==> config.mk <==
export PLATFORM = sky130hd
export DESIGN_NAME = gate_input_sequencer
export DESIGN_NICKNAME = d
export VERILOG_FILES = /design/src/rtl/gate_input_sequencer.sv
export SDC_FILE = /design/constraint.sdc
export NUM_CORES = 1
export LEC_CHECK = 0
export CORE_ASPECT_RATIO = 2
export CORE_UTILIZATION = 30
export DETAILED_ROUTE_END_ITERATION = 8
export PLACE_DENSITY = 0.5
export SLEW_MARGIN = 20
export SYNTH_ARGS = -nofsm -noshare
export SYNTH_HDL_FRONTEND = slang
export SYNTH_SLANG_ARGS = --single-unit
==> constraint.sdc <==
create_clock -name clk -period 7.29 [get_ports clk]
set_clock_uncertainty 0.2 [all_clocks]
set_input_delay 1.0935 -clock clk [delete_from_list [all_inputs] [get_ports clk]]
set_output_delay 1.0935 -clock clk [all_outputs]
set_load 0.02 [all_outputs]
==> src/rtl/gate_input_sequencer.sv <==
// Operand source for the two-input gate block: debounced manual switches or an
// automatic 00->01->10->11 sweep, with a one-cycle strobe whenever {a,b} changes.
module gate_input_sequencer #(
  parameter int DEBOUNCE_CYCLES = 1000000,
  parameter int CNT_W           = 20,
  parameter int DWELL_CYCLES    = 100000000,
  parameter int DWELL_W         = 27
) (
  input  logic       clk,
  input  logic       rst,
  input  logic       sw_a,
  input  logic       sw_b,
  input  logic       auto_en,
  output logic       a,
  output logic       b,
  output logic       ab_valid,
  output logic       mode_auto,
  output logic [1:0] combo_idx
);

  typedef enum logic {MANUAL = 1'b0, AUTO = 1'b1} state_t;

  localparam logic [CNT_W-1:0]   DB_LAST    = CNT_W'(DEBOUNCE_CYCLES - 1);
  localparam logic [DWELL_W-1:0] DWELL_LAST = DWELL_W'(DWELL_CYCLES - 1);

  // Channel order in the vectors below: [0]=sw_a, [1]=sw_b, [2]=auto_en.
  logic [2:0]       raw;
  logic [2:0]       sync1;
  logic [2:0]       sync2;
  logic [2:0]       stable;
  logic [CNT_W-1:0] db_cnt [3];

  assign raw = {auto_en, sw_b, sw_a};

  // NOTE: sequential state uses non-blocking assignments so every flop samples
  // pre-edge values; the debounce counters are few, so they get a real reset.
  always_ff @(posedge clk or posedge rst) begin
    if (rst) begin
      sync1  <= '0;
      sync2  <= '0;
      stable <= '0;
      for (int i = 0; i < 3; i++) db_cnt[i] <= '0;
    end else begin
      sync1 <= raw;
      sync2 <= sync1;
      for (int i = 0; i < 3; i++) begin
        if (sync2[i] == stable[i]) begin
          db_cnt[i] <= '0;
        end else if (db_cnt[i] == DB_LAST) begin
          stable[i] <= sync2[i];
          db_cnt[i] <= '0;
        end else begin
          db_cnt[i] <= db_cnt[i] + CNT_W'(1);
        end
      end
    end
  end

  state_t             state;
  state_t             state_next;
  logic [DWELL_W-1:0] dwell;
  logic [DWELL_W-1:0] dwell_next;
  logic [1:0]         idx_next;
  logic               a_next;
  logic               b_next;

  // NOTE: every output of this block gets a default first so no latch is inferred.
  always_comb begin
    state_next = state;
    dwell_next = '0;
    idx_next   = 2'd0;
    unique case (state)
      MANUAL: begin
        if (stable[2]) state_next = AUTO;
      end
      AUTO: begin
        // A mode change takes priority over a coincident dwell terminal count.
        if (!stable[2]) begin
          state_next = MANUAL;
        end else if (dwell == DWELL_LAST) begin
          idx_next = combo_idx + 2'd1;
        end else begin
          dwell_next = dwell + DWELL_W'(1);
          idx_next   = combo_idx;
        end
      end
      default: state_next = MANUAL;
    endcase
    a_next = (state_next == AUTO) ? idx_next[1] : stable[0];
    b_next = (state_next == AUTO) ? idx_next[0] : stable[1];
  end

  always_ff @(posedge clk or posedge rst) begin
    if (rst) begin
      state     <= MANUAL;
      dwell     <= '0;
      combo_idx <= 2'd0;
      a         <= 1'b0;
      b         <= 1'b0;
      ab_valid  <= 1'b0;
      mode_auto <= 1'b0;
    end else begin
      state     <= state_next;
      dwell     <= dwell_next;
      combo_idx <= idx_next;
      a         <= a_next;
      b         <= b_next;
      ab_valid  <= ({a_next, b_next} != {a, b});
      mode_auto <= (state_next == AUTO);
    end
  end

endmodule

==> impl_metrics.ini, run 1 <==
[critical_path]
worst-path-max-fanout = 9
cp-end-kind = output pin
rr_worst_depth = 6
critical_path.top_delay_family = buffers and inverters
cp_cell_sequence = clkdlybuf4s50_1
critPathSlowestCell = sky130_fd_sc_hd__clkdlybuf4s50_1
critical-path-max-stage-delay_ns = 0.68
cp_data_arrival_time_ns = 1.54
cp.required_ns = 6.00
worst-path-buf-inv = 1
reg2reg_setup_slack_ns = 4.58
timing_worst_setup_path_type = reg -> out
worst_setup_path_start_kind = flip-flop
timing.rr.start = db_cnt[0]
critical_path.reg2reg.endpoint = db_cnt[16]

[detailed_routing]
drt_iter0_drc = 110
via_count = 3460
wl_per_cell_um = 13.73
first_pass_iters = 4
drt_drc_violations_left = 0
ant_nets = 0
dr.max_layer_used = met4
dr_wl_met2_mm = 5.366
met3_wirelength_um = 154
wirelength_mm = 9.842
routedLengthMet1_mm = 3.984
detail_route.vias_per_cell = 4.826

[floorplan]
floorplan.die_area_mm2 = 0.01693
rows = 65
core_mm2 = 0.01586
die_y_um = 183.0
initial_utilization = 0.3099
floorplan.io_pins = 11
die_x_um = 92.51

[yosys]
syn-num-nets = 513
synthArstFlopShare = 1.000
ys_types = 37
post_synth_main_area_contributors = sky130_fd_sc_hd__dfrtp_1 52%, sky130_fd_sc_hd__xnor2_1 10%, sky130_fd_sc_hd__nor2_1 8.0%
post-synth-top-area-fraction = 0.5193
synthMostInstantiatedCell = sky130_fd_sc_hd__nor2_1
yosys_register_bits = 102
post_synth.cell_area_avg_um2 = 9.751
ys_warn_count = 0
synthCells = 504
netlist.top_cell.by_area = sky130_fd_sc_hd__dfrtp_1
synth.yosys.seq_area_share = 0.5193
syn-cell-area_mm2 = 0.004915
most_used_flip_flop_cell_after_synthesis = sky130_fd_sc_hd__dfrtp_1
ys_top_cells_by_count = 105 x sky130_fd_sc_hd__nor2_1, 102 x sky130_fd_sc_hd__dfrtp_1, 56 x sky130_fd_sc_hd__xnor2_1
synth_edf_count = 0

[sta]
setup_violations = 0
max_slew_margin = 0.4743
tcrit_tclk_final = 0.3882
clock.fmax_mhz = 353.4
fin_crit_ns = 2.830
worst_pin_slew_ns = 0.7885
tns_ns = 0
final_hold_viol_count = 0
grt_setup_unrepaired = false
final_max_slew_viol_count = 0
final.hold.worst_slack_ns = 0.1594

[layout]
ff_latch_area_mm2 = 0.002552
fin_util = 0.3449
antenna-diode-count = 0
multiInputGateArea_mm2 = 0.002186
post-route-cell-area_mm2 = 0.005469
final.fill_count = 1627
area_growth_syn_to_layout_pct = 11.28
finalNetCount = 520
final_layout_size_suffix_gt1_frac = 0.05039

[clock_tree]
cts.clk_slew.worst_paths_ns = 0.07
htree_levels = 3
clock-root-buffer = sky130_fd_sc_hd__clkbuf_16
clock_sinks = 102
cts-hold-fix-buffers = 0
clock_tree_from_tritoncts = done
clk-insertion-delay-late_ns = 0.35
cts-resized-gates = 0
max-clock-path-buffers = 2
post_cts_buffers = 0
cts-buffers-inserted = 9

[run_status]
run_status = finished clean

[global_routing]
grt_pass1_wl_mm = 17.19
grt_antenna_before_repair = 0
grt_start_max_net_pins = 62
globalRouteOverflowTotal = 0
gr-usage-all-layers = 0.1285
grt_pass1_vias = 3680

[power_and_ir_drop]
power_dens_cells_mw_per_mm2 = 194.8
design_power_total_w = 0.001065
vdd_drop_max_mv = 0.1308
p_leak_nw = 2.106

[placed_design]
port_buffers = 10
gp_congestion = 0.7233
placement.cell_area_mm2 = 0.005186
place_hpwl_mm = 6.845

[hold_path]
min_delay_path_depth = 0
min_delay_startpoint = sync1[2]
worstHoldEndpoint = sync2[2]
hp-class = reg -> reg

[run]
cap_violations = 0
## report_power, final
| group | internal [W] | total, W | switching (W) |
|---|---|---|---|
| combinational | 0.00000744 | 0.0000287 | 0.0000213 |
| sequential | 0.000571 | 0.000576 | 0.00000445 |
| clock | 0.000235 | 0.000461 | 0.000226 |
## cell usage in the layout (no fill, tap or decap), types with 2 or more instances in the layout
cell / count
sky130_fd_sc_hd__o21ai_0: 5
sky130_fd_sc_hd__clkbuf_16: 9
sky130_fd_sc_hd__inv_1: 22
sky130_fd_sc_hd__nand3_1: 32
sky130_fd_sc_hd__xor2_1: 28
sky130_fd_sc_hd__clkinvlp_4: 3
sky130_fd_sc_hd__ha_1: 4
sky130_fd_sc_hd__and2_1: 4
sky130_fd_sc_hd__nor4_1: 21
sky130_fd_sc_hd__nor3_1: 19
sky130_fd_sc_hd__nor2b_1: 3
sky130_fd_sc_hd__clkdlybuf4s50_1: 10
sky130_fd_sc_hd__a21oi_1: 3
sky130_fd_sc_hd__nor4bb_1: 4
sky130_fd_sc_hd__xnor2_1: 56
sky130_fd_sc_hd__or2_2: 5
sky130_fd_sc_hd__nand2b_1: 2
sky130_fd_sc_hd__inv_6: 2
sky130_fd_sc_hd__nor4b_1: 2
sky130_fd_sc_hd__nor2_1: 105
sky130_fd_sc_hd__clkinv_4: 2
sky130_fd_sc_hd__nand4_1: 16
sky130_fd_sc_hd__and4_1: 6
sky130_fd_sc_hd__and3_1: 7
sky130_fd_sc_hd__nand2_1: 28
sky130_fd_sc_hd__dfrtp_1: 102
sky130_fd_sc_hd__or3_1: 3
## flip-flops by register name (all words and copies together) (netlist names)
register	cells
dwell	27
ab_valid	1
b	1
sync2	3
db_cnt	60
a	1
state	1
sync1	3
stable	3
combo_idx	2
## cell type report
class	count	area share
multi-input combinational	364	0.3997
clock inverter	7	0.01052
inverter	23	0.01624
sequential	102	0.4667
clock buffer	9	0.04118
timing repair buffer	11	0.01968
tap	201	0.04598
## cell families after synthesis
group / Yosys count / synth area share
compound gates: 13 / 0.01629
flops: 102 / 0.5193
simple gates: 261 / 0.2643
xor+xnor: 84 / 0.1497
mux: 2 / 0.004328
buf+inv: 38 / 0.03590
fa+ha+maj: 4 / 0.01018
## through the flow
stage	instances	worst slack [ns]
3_5_place_dp	701	4.289
2_1_floorplan	504	3.321
3_3_place_gp	701	4.324
4_1_cts	717	4.464
5_1_grt	717	4.357
6_report	717	4.460
## worst max path at each step
stage,from,to,depth (start not counted),slack [ns]
global placement,rst,db_cnt[36],3,4.32
finish,a,a,1,4.46
floorplan,rst,a,1,3.32
CTS,a,a,1,4.46
detailed placement,rst,ab_valid,3,4.29
global route,db_cnt[0],db_cnt[16],6,4.36
## metal layers
metal	global-route usage	up-vias
li1	-	1691
met1	0.1368	1714
met5	0	-
met2	0.2376	33
met3	0.01783	22
met4	0.07188	0
No activity file was read; power rests on OpenSTA's default activity.
==> inputs of run 2 (changes only) <==
==> constraint.sdc (replaced) <==
create_clock -name clk -period 2.8 [get_ports clk]
set_clock_uncertainty 0.2 [all_clocks]
set_input_delay 0.42 -clock clk [delete_from_list [all_inputs] [get_ports clk]]
set_output_delay 0.42 -clock clk [all_outputs]
set_load 0.02 [all_outputs]
==> run 2 against run 1 <==
Against the previous run:
- cell count up 0.70%
- global-route usage shrank 0.21 points
- die area stayed put
- first-iteration DRC count down 0.91%
- worst hold slack worse by 0.0080 ns
- flip-flop and latch count stayed put
- critical path type is now reg -> reg
- critical endpoint is now dwell[9]
- largest cell class unchanged
- largest power group unchanged
- highest routed layer unchanged
==> impl_metrics.ini, run 2 (same netlist as run 1, synthesis figures left out) <==
[power_and_ir_drop]
sw_frac_of_total = 0.2277
vdd_drop_max_mv = 0.2446
part_of_the_power_in_registers = 0.515
p_leak_nw = 2.163
clock_power_share = 0.457
power.switching_w = 0.0006626
power_dens_cells_mw_per_mm2 = 522.4
cellInternalPower_w = 0.002247
pwr-share-comb = 0.029

[floorplan]
floorplan.io_pins = 11
initial_utilization = 0.3099
floorplan.die_area_mm2 = 0.01693
die_x_um = 92.51
die_y_um = 183.0
rows = 65
core_mm2 = 0.01586

[sta]
worst_pin_slew_ns = 0.6211
tns_ns = 0
final_hold_viol_count = 0
max_slew_margin = 0.5851
fin_crit_ns = 2.323
final.hold.worst_slack_ns = 0.1514
final_max_slew_viol_count = 0
clock.fmax_mhz = 430.5
tcrit_tclk_final = 0.8297
setup_violations = 0
grt_setup_unrepaired = false

[layout]
final_layout_size_suffix_gt1_frac = 0.05950
largest_registers = db_cnt (60), dwell (27)
registers.top_by_ff_count = db_cnt
post-route-cell-area_mm2 = 0.005570
final_common_cell = sky130_fd_sc_hd__nor2_1
antenna-diode-count = 0
area_growth_syn_to_layout_pct = 13.34
commonest_cells_after_routing_fill_and_taps_aside = 105 x sky130_fd_sc_hd__nor2_1, 102 x sky130_fd_sc_hd__dfrtp_1, 56 x sky130_fd_sc_hd__xnor2_1, 32 x sky130_fd_sc_hd__nand3_1
largest_reg_flops = 60
finalNetCount = 525

[run_status]
run_status = finished clean

[detailed_routing]
first_pass_iters = 4
via_count = 3428
detail_route.vias_per_cell = 4.748
wl_per_cell_um = 13.38
drt_drc_violations_left = 0
ant_nets = 0
wirelength_mm = 9.660
drt_iter0_drc = 109

[clock_tree]
clock-root-buffer = sky130_fd_sc_hd__clkbuf_16
clock_sinks = 102
cts-buffers-inserted = 9
htree_levels = 3
cts-resized-gates = 0
clk-insertion-delay-late_ns = 0.34
cts.clk_slew.worst_paths_ns = 0.07
cts-hold-fix-buffers = 0
clock_tree_from_tritoncts = done
post_cts_buffers = 0
max-clock-path-buffers = 2

[global_routing]
grt_start_max_net_pins = 32
globalRouteOverflowTotal = 0
grt_pass1_vias = 3525
grt_pass1_wl_mm = 16.93
gr-usage-all-layers = 0.1264
grt_antenna_before_repair = 0

[critical_path]
worst_setup_path_start_kind = flip-flop
cp-end-kind = flip-flop
cp.required_ns = 2.81
worst-path-max-fanout = 27
cp_data_arrival_time_ns = 2.34
timing_worst_setup_path_type = reg -> reg

[placed_design]
place_hpwl_mm = 6.826
port_buffers = 10
placement.cell_area_mm2 = 0.005250
gp_congestion = 0.7507

[run]
cap_violations = 0

[hold_path]
hp-class = reg -> reg
[run 2: area by class of cell]
class / count / area [um2]
clock buffer: 10 / 239.0
clock inverter: 6 / 81.33
inverter: 23 / 90.09
tap: 201 / 251.5
timing repair buffer: 16 / 170.2
sequential: 102 / 2552
fill: 1606 / 10290
multi-input combinational: 364 / 2186
[run 2: critical path, cell delays in order (launching register included)]
cell                      delay [ns]
sky130_fd_sc_hd__dfrtp_1        0.39
sky130_fd_sc_hd__ha_1           0.19
sky130_fd_sc_hd__and3_1         0.33
sky130_fd_sc_hd__nand3_1        0.14
sky130_fd_sc_hd__nor3_1         0.31
sky130_fd_sc_hd__or2_2          0.50
sky130_fd_sc_hd__nor2_1         0.10
[run 2: final timing paths]
path	startpoint	end	depth (start not counted)	slack (ns)
hold reg to reg	sync1[1]	sync2[1]	0	0.15
min in group asynchronous	rst	db_cnt[42]	2	0.29
max in group asynchronous	rst	b	3	1.48
setup / recovery	dwell[0]	dwell[9]	6	0.48
hold / removal	sync1[1]	sync2[1]	0	0.15
setup reg to reg	dwell[0]	dwell[9]	6	0.48
[run 2: per-layer routing]
| layer | track usage | routed length [um] |
|---|---|---|
| met4 | 0.05688 | 211 |
| met1 | 0.1466 | 4009 |
| met5 | 0 | 0 |
| met2 | 0.2204 | 5211 |
| met3 | 0.02653 | 227 |
[run 2: metrics by stage]
stage          total power, W  utilization  setup WS, ns  cells
3_3_place_gp         0.001611       0.3310        0.4982    706
6_report             0.002910       0.3512        0.4769    722
3_5_place_dp         0.001615       0.3310        0.4418    706
2_1_floorplan        0.001582            -        0.7932    504
4_1_cts              0.002959       0.3512        0.4312    722
5_1_grt              0.003022       0.3512        0.2540    722
[run 2: power by group through the flow]
stage	Combinational [W]	Sequential [W]	Clock, W
floorplan	0.0000571	0.00152	0
global placement	0.0000846	0.00153	0
detailed placement	0.0000868	0.00153	0
CTS	0.0000876	0.00150	0.00137
global route	0.0000976	0.00150	0.00142
finish	0.0000833	0.00150	0.00133
